<file path="src/rtl/mmio_store_fifo.sv">
// Snoops CPU stores, captures aligned hits in a peripheral window and drains them FWFT over valid/ready.
// Optional: define MMIO_STORE_FIFO_DROP_CNT_EN to add a saturating drop_count output.
module mmio_store_fifo #(
   parameter int unsigned DEPTH       = 8,
   parameter logic [31:0] BASE_ADDR   = 32'h0000_0400,
   parameter int unsigned WINDOW_BITS = 8
) (
   input  logic                     clk,
   input  logic                     reset,
   input  logic                     mem_write,
   input  logic [31:0]              data_adr,
   input  logic [31:0]              write_data,
   output logic                     out_valid,
   input  logic                     out_ready,
   output logic [WINDOW_BITS-1:0]   out_offset,
   output logic [31:0]              out_data,
   output logic [$clog2(DEPTH):0]   fifo_count,
   output logic                     overflow
`ifdef MMIO_STORE_FIFO_DROP_CNT_EN
   ,
   output logic [15:0]              drop_count
`endif
);

   localparam int unsigned PW = $clog2(DEPTH);
   localparam logic [PW-1:0] PTR_ONE  = 1;
   localparam logic [PW:0]   CNT_ONE  = 1;
   localparam logic [PW:0]   CNT_FULL = DEPTH;

   typedef logic [WINDOW_BITS+31:0] entry_t;

   entry_t        mem_q [DEPTH];
   entry_t        head;
   logic [PW-1:0] rd_ptr_q, rd_ptr_d;
   logic [PW-1:0] wr_ptr_q, wr_ptr_d;
   logic [PW:0]   count_q, count_d;
   logic          overflow_q, overflow_d;
   logic          hit, empty, full, push, pop, drop;

   assign hit   = mem_write
                  && (data_adr[31:WINDOW_BITS] == BASE_ADDR[31:WINDOW_BITS])
                  && (data_adr[1:0] == 2'b00);
   assign empty = (count_q == '0);
   assign full  = (count_q == CNT_FULL);
   assign pop   = out_ready && !empty;
   // A pop frees the slot in the same edge, so a full FIFO still accepts.
   assign push  = hit && (!full || pop);
   assign drop  = hit && full && !pop;

   always_comb begin
      rd_ptr_d   = rd_ptr_q;
      wr_ptr_d   = wr_ptr_q;
      count_d    = count_q;
      overflow_d = overflow_q | drop;
      if (pop)  rd_ptr_d = rd_ptr_q + PTR_ONE;
      if (push) wr_ptr_d = wr_ptr_q + PTR_ONE;
      case ({push, pop})
         2'b10:   count_d = count_q + CNT_ONE;
         2'b01:   count_d = count_q - CNT_ONE;
         default: count_d = count_q;
      endcase
   end

   always_ff @(posedge clk or negedge reset) begin
      if (!reset) begin
         rd_ptr_q   <= '0;
         wr_ptr_q   <= '0;
         count_q    <= '0;
         overflow_q <= 1'b0;
      end else begin
         rd_ptr_q   <= rd_ptr_d;
         wr_ptr_q   <= wr_ptr_d;
         count_q    <= count_d;
         overflow_q <= overflow_d;
      end
   end

   always_ff @(posedge clk) begin
      if (push) mem_q[wr_ptr_q] <= {data_adr[WINDOW_BITS-1:0], write_data};
   end

   assign head       = mem_q[rd_ptr_q];
   assign out_valid  = !empty;
   assign out_offset = empty ? '0 : head[WINDOW_BITS+31:32];
   assign out_data   = empty ? '0 : head[31:0];
   assign fifo_count = count_q;
   assign overflow   = overflow_q;

`ifdef MMIO_STORE_FIFO_DROP_CNT_EN
   logic [15:0] drop_cnt_q, drop_cnt_d;

   always_comb begin
      drop_cnt_d = drop_cnt_q;
      if (drop && (drop_cnt_q != 16'hFFFF)) drop_cnt_d = drop_cnt_q + 16'd1;
   end

   always_ff @(posedge clk or negedge reset) begin
      if (!reset) drop_cnt_q <= '0;
      else        drop_cnt_q <= drop_cnt_d;
   end

   assign drop_count = drop_cnt_q;
`endif

endmodule

</file>
<file path="config.mk">
export PLATFORM = sky130hd
export DESIGN_NAME = mmio_store_fifo
export DESIGN_NICKNAME = d
export VERILOG_FILES = /design/src/rtl/mmio_store_fifo.sv
export SDC_FILE = /design/constraint.sdc
export NUM_CORES = 1
export LEC_CHECK = 0
export ABC_CLOCK_PERIOD_IN_PS = 10500
export BUFFER_PORTS_ARGS = -buffer_cell sky130_fd_sc_hd__clkbuf_2
export CAP_MARGIN = 0
export CORE_MARGIN = 2
export CORE_UTILIZATION = 50
export DETAILED_ROUTE_END_ITERATION = 16
export PLACE_DENSITY = 0.68
export SKIP_LAST_GASP = 1
export SYNTH_ARGS = -nofsm -noshare
export SYNTH_HDL_FRONTEND = slang
export SYNTH_SLANG_ARGS = --single-unit
</file>
<file path="constraint.sdc">
create_clock -name clk -period 10.5 [get_ports clk]
set_input_delay 0.525 -clock clk [delete_from_list [all_inputs] [get_ports clk]]
set_output_delay 0.525 -clock clk [all_outputs]
set_load 0.03 [all_outputs]
</file>
Yosys cells after proc, flatten, opt, wreduce, memory -nomap -nowiden
Memory sizes are Yosys's and may differ from the RTL's. Cells that the tools add are included. Widths: inputs -> output; s select.

Input port bits: 68. Latch bits: 0. Memory bits (writable): 320. Register bits: 11. Memories kept: 1. Memory bits (read-only): 0. Word-level logic and storage cells: 32. Output and inout bits: 46.

Memories: mem_q (words 8, width 40, rd ports 1, clocked after memory_dff 0, write ports 1, line 32) `entry_t mem_q [DEPTH];`.

Equality and inequality tests: 4. $mul: 0. Div/mod/pow operators: 0. Mux-type cells: 5. Bitwise logic cells: 1. Order comparisons: 0. Add/subtract/negate cells: 4. Shift operators: 0. Reduce and logical (&&, ||, !) cells: 13.

Operator list (count): $mux 32 (1); $eq 24x3->1 const B (1); $mux 8 (1); $pmux 4 s2 (1); $add 3x1->3 const B (2); $logic_and 1x1->1 (6); $add 4x1->4 const B (1); $eq 4x4->1 const B (1); $logic_not 4->1 (1); $sub 4x1->4 const B (1); $logic_not 1->1 (3); $eq 2x1->1 const B (1); $eq 2x2->1 const B (1); $logic_not 2->1 (1); $mux 1 (2); $reduce_bool 2->1 (1); $logic_or 1x1->1 (1); $or 1x1->1 (1).

Logic depth before layout (Yosys ltp)
Gate-level depths: netlist of the first run.

Word-level depth: 7. Gate-level depth with buffers: 12. Gate-level depth less buffers: 11.

Least setup slack after synthesis of the first run
No wires, ideal clock.

Path kind: input to register. From: input port data_adr[13]. To: memory mem_q[2][0] (netlist bit) (enable). Buffers on the path: 0. Data required time: 10.005 ns. Arrival time: 4.470 ns. Stages on the path: 5. Setup slack: 5.535 ns. Setup time: 0.495 ns. Cells stage by stage: nor4b_1 -> nand4_1 -> nor3_2 -> nand2b_1 -> nor3b_1.

Cells in the longest elaborated chain, start to end: 6.

RTL lines: start: declaration (line 11) `input logic [31:0] data_adr,`; $eq 24x3->1 (line 41) `&& (data_adr[31:WINDOW_BITS] == BASE_ADDR[31:WINDOW_BITS])`; $logic_and 1x1->1 (line 41); $logic_and 1x1->1 (line 42) `&& (data_adr[1:0] == 2'b00);`; $logic_and 1x1->1 (line 47) `assign push = hit && (!full || pop);`; $mux 1 (line 79) `if (push) mem_q[wr_ptr_q] <= {data_adr[WINDOW_BITS-1:0], write_data};`; $mux 1 (implied by the code) (line 79); end: declaration (line 32).

No other way between the ends.

Worst setup path after layout of the first run
From: register rd_ptr_q[0]. To: output port out_data[22].

Cells in the longest elaborated chain, start to end: 2.

RTL lines: start: declaration (line 34) `logic [PW-1:0] rd_ptr_q, rd_ptr_d;`; start signal: assignment (line 71) `rd_ptr_q <= rd_ptr_d;`; $mem_v2 8x40; $mux 32 (line 85) `assign out_data = empty ? '0 : head[31:0];`; end: declaration (line 16) `output logic [31:0] out_data,`.

No other way between the ends.

==> reports/results.txt, run 1 <==
The flow ran to the end, and the final reports show no timing, DRC or antenna violations. The critical path class was flop to output port. The tools report the cell count after synthesis as 577.

By area the synthesized netlist is led by sky130_fd_sc_hd__edfxtp_1 (75%), sky130_fd_sc_hd__mux4_2 (14%), sky130_fd_sc_hd__mux2i_1 (3.3%). The tools report the startpoint of the lowest-slack register-to-register path as fifo_count[0]$_DFFE_PN0P_. The fraction of power consumed by sequential logic is 0.428, and the top fanout value on the critical path is 42. Measured along the x axis, the die boundary spans 164 µm. After legalization and detailed placement, the total HPWL measured 13600 µm. Post-synth net total: 650. The largest individual stage delay along the critical path comes from the cell sky130_fd_sc_hd__dfrtp_4. After the flow finishes, the layout carries non-filler instances totaling 1065.

The synthesized netlist occupies a cell area of 12800 µm². Clock tree synthesis found a total of 331 sinks. The most common cell in the synthesized netlist is sky130_fd_sc_hd__edfxtp_1. Power comes to 3.76 mW. Number of synthesized flops with an enable pin: 320. Data arrives at the worst endpoint at 3.47 ns. In this run the worst hold path is classified as primary input to flop.

The critical path goes through buf_4 > mux4_2 > mux2i_1 > nor2_1 > clkbuf_2. In this run, placement finished with an instance count of 1007. The final routed DRC violation total is 0.

The final period utilization works out to 0.380. Count of boundary I/O pins: 114. Layout cell share with drive strength beyond 1: 0.369. The detailed router placed 5982 vias in this run. The most used flip-flop cell after synthesis is sky130_fd_sc_hd__edfxtp_1. Summed over all layers, the routed wires come to 23500 µm. The worst setup path is launched from a flop. For this design the static power due to leakage is 5.05 nW. A synthesized cell averages 22.2 µm². The logs give 437 for the count of routing violations after the opening detailed-route iteration and 1 for the initial antenna violation count. Across all hold checks on the routed design, the worst slack comes to 0.245 ns.

The total of endpoints with negative setup slack in the final report was 0. After the last flow step, the layout net total stands at 783. The wire length of the first global-routing pass is 36500 µm. The post-detailed-route via-to-cell ratio was 5.62; the clock tree buffer depth was 3. The tools report the number of buffers inserted by hold repair at cts as 1. The internal cell power is 2.54 mW. The number of hold violations in the final report is 0, and the fmax is 250 MHz. From synthesis to final layout, the design area changed by 15.6%. The H-tree depth was 1; the die outline area was 26900 µm². The startpoint identified for the worst hold timing path is write_data[23].

The routability-driven placement congestion ratio came out at 0.706. The run gives 83 as the largest net degree at the start of global routing. The clock buffer count from CTS is 30. The number of cells traversed by the worst hold path is 1. The site row count was 58; the final sum of negative setup slack was 0 ns.

The switching share of power came out at 0.323. The tree is rooted in a sky130_fd_sc_hd__clkbuf_16. The largest incremental delay on the critical path came out at 0.95 ns. The post-synthesis async set-or-reset flop share was 0.0332. The standard cell core area was 25200 µm².

The distinct cell type count of the synthesized netlist was 32. The layout has 1784 filler cells. The run gives 4 as the number of search-and-repair iterations in the first detailed-routing pass.

The worst register-to-register path ends at mem_q[5][13]$_DFFE_PP_. Final period demand of the worst path: 3.99 ns. The required time reported for the critical path endpoint came out at 9.98 ns. Most area-hungry cell type in the Yosys netlist: sky130_fd_sc_hd__edfxtp_1. For the worst flop-to-flop path, the logic depth is 5.

After clock tree synthesis, the clock-pin slew on the worst setup and hold paths is 0.06 ns. The fraction of power consumed by the clock network was 0.279. After synthesis, the most frequently instantiated cells are sky130_fd_sc_hd__edfxtp_1 (320), sky130_fd_sc_hd__mux4_2 (80), sky130_fd_sc_hd__nor2_1 (44).

Between clock sinks in the finished design, the worst skew comes to 0.0249 ns. Transition time at the pin with the least slew margin: 1.18 ns. In this run the remaining antenna-violating nets after routing total 0.

The path with the worst hold slack has its endpoint at mem_q[2][23]$_DFFE_PP_. The number of buffers inserted by port buffering was 113. The maximum resistive drop on vdd is 0.000146 V, and the total congestion overflow is 0. The floorplan step set the die height to 164 µm.

The later-pin clock latency in the skew report is 0.55 ns, and the number of global-route vias before repair is 6337. The tools report the total global routing track utilization as 0.181. Power spread over the standard cell area amounts to 254 nW/µm². In this run the register-to-register setup slack is 7.71 ns. After clock tree synthesis, the setup repair step added 0 buffers. The synthesized flop and latch total is 331.

Fraction of synthesized cell area taken by the top area cell type: 0.751. The worst setup path is captured at an output port. The sequential fraction of the synthesis area was 0.772; the effective utilization at floorplan was 0.508. TritonCTS built the clock tree.

Across the run, the number of max-cap violations was 0. The quantity of gates resized following cts is 0, and the remaining max-slew budget at the tightest pin is 0.216. Setup repair after global routing left no endpoint under its margin.

After detailed routing, the average wire length per cell comes to 22.1 µm. For this run, the number of Yosys warnings is 0. The run gives 0.293 as the proportion of power drawn by combinational gates. The final-report max-slew violation count was 0.

The switching power summed over all nets came out at 1.21 mW.
## cells by family after synthesis
logic type	count (synthesis)	share of synthesized area
flip-flops	331	0.772
multiplexers	125	0.176
AND/OR/NAND/NOR	71	0.0270
buffers and inverters	33	0.0111
XOR/XNOR	7	0.00479
AO/OA/AOI/OAI	5	0.00283
adder cells (fa/ha/maj)	5	0.00548
## routing by layer
layer  share of wire  GRT usage  vias to the layer above
li1                -          -                     2655
met3           0.061     0.0295                       27
met4           0.014     0.0431                        0
met5               0          0                        -
met2            0.49      0.299                      171
met1            0.43      0.257                     3129
## worst max-delay path by stage
| stage | start | endpoint | slack [ns] | cells past startpoint |
|---|---|---|---|---|
| 4_1_cts | rd_ptr_q[0]$_DFFE_PN0P_ | out_data[22] | 6.38 | 5 |
| 5_1_grt | rd_ptr_q[0]$_DFFE_PN0P_ | out_data[27] | 6.14 | 5 |
| 6_report | rd_ptr_q[0]$_DFFE_PN0P_ | out_data[22] | 6.51 | 5 |
| 3_3_place_gp | rd_ptr_q[0]$_DFFE_PN0P_ | out_data[22] | 6.98 | 5 |
| 2_1_floorplan | data_adr[13] | mem_q[2][0]$_DFFE_PP_ | 5.53 | 5 |
| 3_5_place_dp | rd_ptr_q[0]$_DFFE_PN0P_ | out_data[22] | 6.98 | 5 |
## flip-flops by register name (all words and copies together), names as in the netlist
signal and flops:
rd_ptr_q 3, overflow 1, mem_q 320, fifo_count 4, wr_ptr_q 3
## through the flow
step,area [µm²],worst slack [ns],util
after global placement,13800,6.98,0.549
final,14800,6.51,0.588
after floorplan,12800,5.53,-
after detailed placement,13800,6.98,0.549
after global routing,14800,6.14,0.587
after CTS,14800,6.38,0.587
## layout make-up
| type | instances | area [µm²] | share of cell area |
|---|---|---|---|
| repair buffers | 130 | 696 | 0.0470 |
| clock buffers | 31 | 754 | 0.0510 |
| clock inverters | 25 | 209 | 0.0141 |
| multi-input cells | 213 | 2810 | 0.190 |
| diodes | 1 | 2.50 | 0.000169 |
| inverters | 4 | 15.0 | 0.00101 |
| well taps | 330 | 413 | 0.0279 |
| flip-flops and latches | 331 | 9890 | 0.669 |
## power groups by stage
stage          sequential (mW)  combinational [mW]  clock, mW
6_report                  1.61                1.10       1.05
5_1_grt                   1.62                1.19       1.12
4_1_cts                   1.61                1.12       1.07
3_5_place_dp              1.64                1.12          0
3_3_place_gp              1.64                1.11          0
2_1_floorplan             1.52               0.934          0
## worst max-delay path, delay by kind of cell, from the launching register on
kind	cells	cell delay, ns
buffers and inverters	2	1.01
DFF	1	0.95
muxes	2	0.85
and+or+nand+nor	1	0.09
## layout by cell type (no fill, tap or decap), drive strengths merged, types with 2 or more instances in the layout
| cell type | count |
|---|---|
| xnor2 | 4 |
| clkinvlp | 3 |
| edfxtp | 320 |
| clkbuf | 144 |
| nor4 | 6 |
| inv | 4 |
| a21o | 2 |
| bufinv | 3 |
| xor2 | 3 |
| mux2 | 3 |
| mux2i | 42 |
| nand2b | 2 |
| clkinv | 19 |
| nor2 | 44 |
| nor3b | 4 |
| buf | 16 |
| mux4 | 80 |
| nor3 | 4 |
| nand2 | 5 |
| ha | 4 |
| dfrtp | 11 |
| nor4b | 2 |
No activity file was read; power rests on OpenSTA's default activity.
==> inputs of run 2 (changes only) <==
--- a/config.mk
+++ b/config.mk
@@ -5,7 +5,7 @@
 export SDC_FILE = /design/constraint.sdc
 export NUM_CORES = 1
 export LEC_CHECK = 0
-export ABC_CLOCK_PERIOD_IN_PS = 10500
+export ABC_CLOCK_PERIOD_IN_PS = 3700
 export BUFFER_PORTS_ARGS = -buffer_cell sky130_fd_sc_hd__clkbuf_2
 export CAP_MARGIN = 0
 export CORE_MARGIN = 2
==> constraint.sdc (replaced) <==
create_clock -name clk -period 3.7 [get_ports clk]
set_input_delay 0.185 -clock clk [delete_from_list [all_inputs] [get_ports clk]]
set_output_delay 0.185 -clock clk [all_outputs]
set_load 0.03 [all_outputs]
==> reports/results.txt, run 2 (synthesis gave the netlist of run 1 again) <==
The run finished with clean final reports. The number of hold violations in the final report is 0 (unchanged). Number of global-route vias before repair: 6663 (+5.1%).

The H-tree depth is 2 (+1). The later-pin clock latency in the skew report is 0.50 ns (-0.05 ns). Clock-pin slew on the worst setup and hold paths: 0.05 ns (about the same).

The post-detailed-route via-to-cell ratio came out at 5.64 (+0.41%). CTS placed an instance of sky130_fd_sc_hd__clkbuf_16 at the clock tree root. The run gives 0 (-1) as the count of antenna diodes in the layout. The layout cell share with drive strength beyond 1 was 0.355 (-0.0146); the top fanout value on the critical path was 25 (-40%). The number of maximum-capacitance violations was 0 (unchanged); the static leakage was 5.30 nW (+5.0%).

The tools report the total of endpoints with negative setup slack in the final report as 0 (unchanged). The standard cell core area was 25200 µm² (unchanged); the setup fix buffers added after clock tree synthesis was 0 (unchanged). The routed via count was 6283 (+5.0%).

The worst setup path is of the flop to output port kind. Clock buffer count from CTS: 34 (+13%). For the worst clock skew on the final layout, the log shows 0.00976 ns (-0.0151 ns).

The number of buffers inserted by port buffering came out at 113 (unchanged). The class of the tightest hold or removal check is primary input to async pin. The logs give 0 (unchanged) for the quantity of gates resized following cts and 1746 (-2.1%) for the filler cell count in the final layout. The most critical setup path has its startpoint at rd_ptr_q[0]$_DFFE_PN0P_. TritonCTS built the clock tree. Setup repair after global routing left no endpoint under its margin.

The number of antenna-violating nets in the routed design came out at 0 (unchanged). The effective utilization at floorplan came out at 0.508 (unchanged). The count of boundary I/O pins came out at 114 (unchanged). The number of search-and-repair iterations in the first detailed-routing pass was 5 (+1); the detailed-placement wirelength estimate was 14300 µm (+5.1%). The largest net degree at the start of global routing is 47 (-43%). The launching element type of the critical path is a flop. Wire length of the first global-routing pass: 37600 µm (+3.1%). The total global routing track utilization was 0.188 (+0.00725). The horizontal extent of the die is 164 µm (unchanged), and the final sum of negative setup slack is 0 ns (unchanged). The library cells used most frequently in the layout, excluding fill and tap cells, are sky130_fd_sc_hd__edfxtp_1 (320), sky130_fd_sc_hd__clkbuf_2 (113), sky130_fd_sc_hd__mux4_2 (80). The final period demand of the worst path was 2.95 ns; the area growth from synthesis to final layout was 20.0%.

The detail-routed net length per standard cell came out at 22.0 µm (-0.51%). The final-report max-slew violation count came out at 0 (unchanged). The flip-flop count of the largest register, all copies and words added came out at 320 (unchanged). The placed cell count is 1014 (+0.70%).

The transition time at the pin with the least slew margin was 0.747 ns (-0.429 ns). Counting flops per register, the top entry is mem_q. The total congestion overflow is 0 (unchanged), and the die outline area is 26900 µm² (unchanged).

The tools report the critical path endpoint category as an output port. Final period utilization: 0.797. The maximum resistive drop on vdd was 0.000676 V (+360%). For the signal arrival time at the worst endpoint, the log shows 2.76 ns (-0.71 ns). Remaining max-slew budget at the tightest pin: 0.497 (+0.281). The logs give 331 (unchanged) for the number of clock sinks and 834 (+6.5%) for the number of nets in the final layout.

The run gives 519 (+19%) as the count of routing violations after the opening detailed-route iteration. The run gives 3.51 ns (-6.47 ns) as the required time reported for the critical path endpoint. The areal power density over the cells came out at 716 nW/µm² (+180%). The routability-driven placement congestion ratio was 0.712 (+0.88%); the clock tree buffer depth was 3 (unchanged). The worst register-to-register path begins at fifo_count[2]$_DFFE_PN0P_.

For the site row count, the log shows 58 (unchanged). Initial antenna violation count: 0 (-1). Based on the critical path, the design can be clocked at up to 339 MHz. For the final routed DRC violation total, the log shows 0 (unchanged).

Die outline height: 164 µm (unchanged). The final cell count without fillers was 1114 (+4.6%). For the routed wire length, the log shows 24500 µm (+4.1%). The library cell used most frequently in the layout, excluding fill and tap cells, is sky130_fd_sc_hd__edfxtp_1.
[run 2: what timing repair did]
action                                 CTS  global route
hold buffers                            41             0
endpoints found under the hold margin  326             0
setup endpoints to repair                0             0
[run 2: area by class of cell]
class,instances,area (µm²),area share
clock inverter,13,87.6,0.00570
sequential,331,9890,0.644
inverter,4,15.0,0.000978
multi-input combinational,213,2810,0.183
clock buffer,46,970,0.0632
tap,330,413,0.0269
timing repair buffer,177,1160,0.0756
[run 2: path summary, 6_finish.rpt]
kind | endpoint | slack (ns) | cells after the start
max | out_offset[2] | 0.75 | 5
min | fifo_count[1]$_DFFE_PN0P_ | 0.12 | 2
max reg2reg | fifo_count[3]$_DFFE_PN0P_ | 1.08 | 11
min reg2reg | overflow$_DFF_PN0_ | 0.47 | 1
max in group asynchronous | rd_ptr_q[0]$_DFFE_PN0P_ | 3.31 | 2
min in group clk | overflow$_DFF_PN0_ | 0.19 | 4
[run 2: metal layers]
| metal | vias to the layer above | GRT usage | share of wire |
|---|---|---|---|
| li1 | 2760 | - | - |
| met1 | 3291 | 0.252 | 0.42 |
| met2 | 194 | 0.323 | 0.51 |
| met3 | 38 | 0.0333 | 0.052 |
| met4 | 0 | 0.0482 | 0.018 |
| met5 | - | 0 | 0 |
[run 2: critical path, stage by stage, from the launching register on]
cell and delay, ns:
sky130_fd_sc_hd__dfrtp_4 0.73, sky130_fd_sc_hd__buf_4 0.48, sky130_fd_sc_hd__mux4_2 0.56, sky130_fd_sc_hd__mux2i_1 0.19, sky130_fd_sc_hd__nor2_1 0.08, sky130_fd_sc_hd__clkbuf_2 0.21
[run 2: metrics by stage]
stage               power (mW)   util  hold WS, ns  instance area [µm²]  worst slack, ns
floorplan                 6.97      -       -0.111                12800           -0.982
global placement          7.83  0.551       0.0792                13900             1.03
global route              11.5  0.610        0.131                15400            0.492
finish                    11.0  0.610        0.120                15400            0.751
detailed placement        7.88  0.551       0.0850                13900            0.953
CTS                       11.1  0.610        0.112                15400            0.654
[run 2: report_power, final]
part           switching [mW]  internal [mW]  leakage (nW)  total (mW)
combinational            1.93           1.43          1.77        3.36
sequential              0.267           4.15          3.01        4.42
clock                    1.31           1.90         0.521        3.21
total                    3.51           7.48          5.30        11.0
==> inputs of run 3 (changes only) <==
--- a/config.mk
+++ b/config.mk
@@ -5,13 +5,13 @@
 export SDC_FILE = /design/constraint.sdc
 export NUM_CORES = 1
 export LEC_CHECK = 0
-export ABC_CLOCK_PERIOD_IN_PS = 3700
+export ABC_CLOCK_PERIOD_IN_PS = 2550
 export BUFFER_PORTS_ARGS = -buffer_cell sky130_fd_sc_hd__clkbuf_2
 export CAP_MARGIN = 0
 export CORE_MARGIN = 2
 export CORE_UTILIZATION = 50
 export DETAILED_ROUTE_END_ITERATION = 16
-export PLACE_DENSITY = 0.68
+export PLACE_DENSITY = 0.7
 export SKIP_LAST_GASP = 1
 export SYNTH_ARGS = -nofsm -noshare
 export SYNTH_HDL_FRONTEND = slang
==> constraint.sdc (replaced) <==
create_clock -name clk -period 2.55 [get_ports clk]
set_input_delay 0.1275 -clock clk [delete_from_list [all_inputs] [get_ports clk]]
set_output_delay 0.1275 -clock clk [all_outputs]
set_load 0.03 [all_outputs]
==> reports/results.txt, run 3 (synthesis gave the netlist of run 1 again) <==
The logs give 15800 µm² (+2.7%) for the post-layout instance area and 3 (unchanged) for the clock tree buffer depth. The run gives 410 MHz as the fmax. The standard cell core area is 25200 µm² (unchanged). The endpoint identified for the worst register-to-register timing path is fifo_count[3]$_DFFE_PN0P_.

The routed via count is 6315 (+0.51%). The wire length of the first global-routing pass came out at 39200 µm (+4.1%). The final-report max-slew violation count is 0 (unchanged). The tools report the effective utilization at floorplan as 0.508 (unchanged). The routed wire length was 25700 µm (+4.8%); the later-pin clock latency in the skew report was 0.51 ns (about the same). The final routed DRC violation total was 0 (unchanged). Commonest non-fill, non-tap cell in the layout: sky130_fd_sc_hd__edfxtp_1. The detail-routed net length per standard cell was 22.8 µm (+3.6%); the signal arrival time at the worst endpoint was 2.31 ns (-0.45 ns).

Setup repair after global routing could not meet its margin everywhere. The number of global-route vias before repair came out at 6799 (+2.0%). The post-detailed-route via-to-cell ratio was 5.61 (-0.56%). Largest net degree at the start of global routing: 41 (-13%). For the standard cell area after detailed placement, the log shows 14200 µm² (+2.0%).

The logs give 0.107 ns (-0.0126 ns) for the worst-case hold slack and 2.42 ns (-1.09 ns) for the required time reported for the critical path endpoint. The number of antenna-violating nets in the routed design was 0 (unchanged). The top fanout value on the critical path is 40 (+60%). The total of endpoints with negative setup slack in the final report was 0 (unchanged); the horizontal extent of the die was 164 µm (unchanged). The placement-stage worst setup slack is 0.0291 ns (-0.923 ns), and the count of cells along the worst register-to-register path is 11 (unchanged).

The setup path with the least slack is of type flop to output port. The initial antenna violation count is 0 (unchanged), and the number of buffers inserted by port buffering is 113 (unchanged). Number of search-and-repair iterations in the first detailed-routing pass: 5 (unchanged).

The run gives 0.626 (+0.129) as the remaining max-slew budget at the tightest pin. The die outline area came out at 26900 µm² (unchanged). The reg2reg setup slack was 0.11 ns (-0.97 ns); the count of routing violations after the opening detailed-route iteration was 532 (+2.5%). The flip-flop count of the largest register, all copies and words added was 320 (unchanged). The areal power density over the cells was 1040 nW/µm² (+46%). Clock-pin slew on the worst setup and hold paths: 0.06 ns (about the same).

The launching element type of the critical path is a flop. The tree is rooted in a sky130_fd_sc_hd__clkbuf_16. STA classifies the critical path endpoint as an output port.

The detailed-placement wirelength estimate was 14600 µm (+1.8%); the transition time at the pin with the least slew margin was 0.560 ns (-0.187 ns). TritonCTS built the clock tree. The tools report the clock buffer count from CTS as 34 (unchanged). Leaving out fill and tap cells, the most frequent cells in the layout are sky130_fd_sc_hd__edfxtp_1 (320), sky130_fd_sc_hd__clkbuf_2 (113), sky130_fd_sc_hd__mux4_2 (80). The worst setup margin is 0.111 ns (-0.639 ns), and the number of nets in the final layout is 843 (+1.1%). Launching element of the worst setup path: fifo_count[0]$_DFFE_PN0P_. After layout, the minimum clock period comes to 2.44 ns. The class of the tightest hold or removal check was primary input to async pin. The run finished with clean final reports. The number of maximum-capacitance violations is 0 (unchanged). The die outline height works out to 164 µm (unchanged). The final period utilization is 0.956, and the final sum of negative setup slack is 0 ns (unchanged). The logs give 0 (unchanged) for the number of hold violations in the final report and 0.199 (+0.0111) for the total global routing track utilization. Layout cell share with drive strength beyond 1: 0.369 (+0.0140).

mem_q holds more flip-flops than any other register. The run gives 5.44 nW (+2.7%) as the static leakage. From synthesis to final layout, the design area changed by 23.3%.

The run gives 58 (unchanged) as the site row count. The worst clock skew on the final layout was 0.0148 ns (+0.00500 ns). The maximum resistive drop on vdd came out at 0.000785 V (+16%).

Startpoint of the lowest-slack register-to-register path: fifo_count[0]$_DFFE_PN0P_. The number of clock sinks was 331 (unchanged); the count of boundary I/O pins was 114 (unchanged). For the H-tree depth, the log shows 2 (unchanged). The total congestion overflow is 0 (unchanged). Routability-driven placement congestion ratio: 0.745 (+4.6%).
[run 3: changes by cell type in the layout (fill, tap and decap cells not counted), sizes merged]
cell / before / now
diode: 0 / 1
inv: 4 / 5
clkinvlp: 1 / 0
clkbuf: 159 / 154
clkinv: 11 / 16
buf: 23 / 31
bufbuf: 0 / 1
bufinv: 1 / 3
[run 3: metal layers]
metal	global-route usage	up-vias	wire, µm
met1	0.277	3297	10900
li1	-	2785	-
met3	0.0381	35	1500
met2	0.327	198	12700
met4	0.0586	0	560
met5	0	-	0
[run 3: critical path, cell delays in order, from the launching register on]
cell                       delay [ns]
sky130_fd_sc_hd__dfrtp_2         0.44
sky130_fd_sc_hd__nor4_4          0.33
sky130_fd_sc_hd__buf_4           0.16
sky130_fd_sc_hd__buf_4           0.46
sky130_fd_sc_hd__nor2_1          0.17
sky130_fd_sc_hd__clkbuf_2        0.22
[run 3: report_power, final]
group / switching [mW] / internal, mW / leakage [nW]
clock network: 1.93 / 2.92 / 0.542
registers: 0.271 / 6.04 / 3.01
logic: 2.99 / 2.28 / 1.90
total: 5.20 / 11.2 / 5.44
[run 3: through the flow]
| step | total power [mW] | utilization | std cells |
|---|---|---|---|
| global placement | 11.5 | 0.562 | 1016 |
| detailed placement | 11.6 | 0.562 | 1016 |
| finish | 16.4 | 0.626 | 1126 |
| CTS | 16.5 | 0.624 | 1119 |
| floorplan | 10.1 | - | 577 |
| global route | 17.2 | 0.626 | 1125 |
[run 3: cell type report]
| cell class | instances | area [µm²] |
|---|---|---|
| Inverter | 4 | 15.0 |
| Clock buffer | 41 | 941 |
| Tap cell | 330 | 413 |
| Timing Repair Buffer | 186 | 1440 |
| Fill cell | 1701 | 9410 |
| Sequential cell | 331 | 9900 |
| Multi-Input combinational cell | 213 | 2890 |
| Antenna cell | 1 | 2.50 |
| Clock inverter | 20 | 164 |
[run 3: worst max-delay path by stage]
| stage | cells after the start | endpoint |
|---|---|---|
| floorplan | 5 | mem_q[5][0]$_DFFE_PP_ |
| global placement | 11 | fifo_count[3]$_DFFE_PN0P_ |
| detailed placement | 11 | fifo_count[3]$_DFFE_PN0P_ |
| CTS | 12 | fifo_count[3]$_DFFE_PN0P_ |
| global route | 12 | fifo_count[3]$_DFFE_PN0P_ |
| finish | 5 | out_data[31] |
[run 3: what timing repair did]
item / in CTS / in global routing
gates resized for setup: 1 / 1
endpoints found under the hold margin: 331 / 0
setup buffers: 0 / 6
cloned: 1 / 0
endpoints found under the setup margin: 7 / 35
hold buffers: 41 / 0
pin swaps: 0 / 3
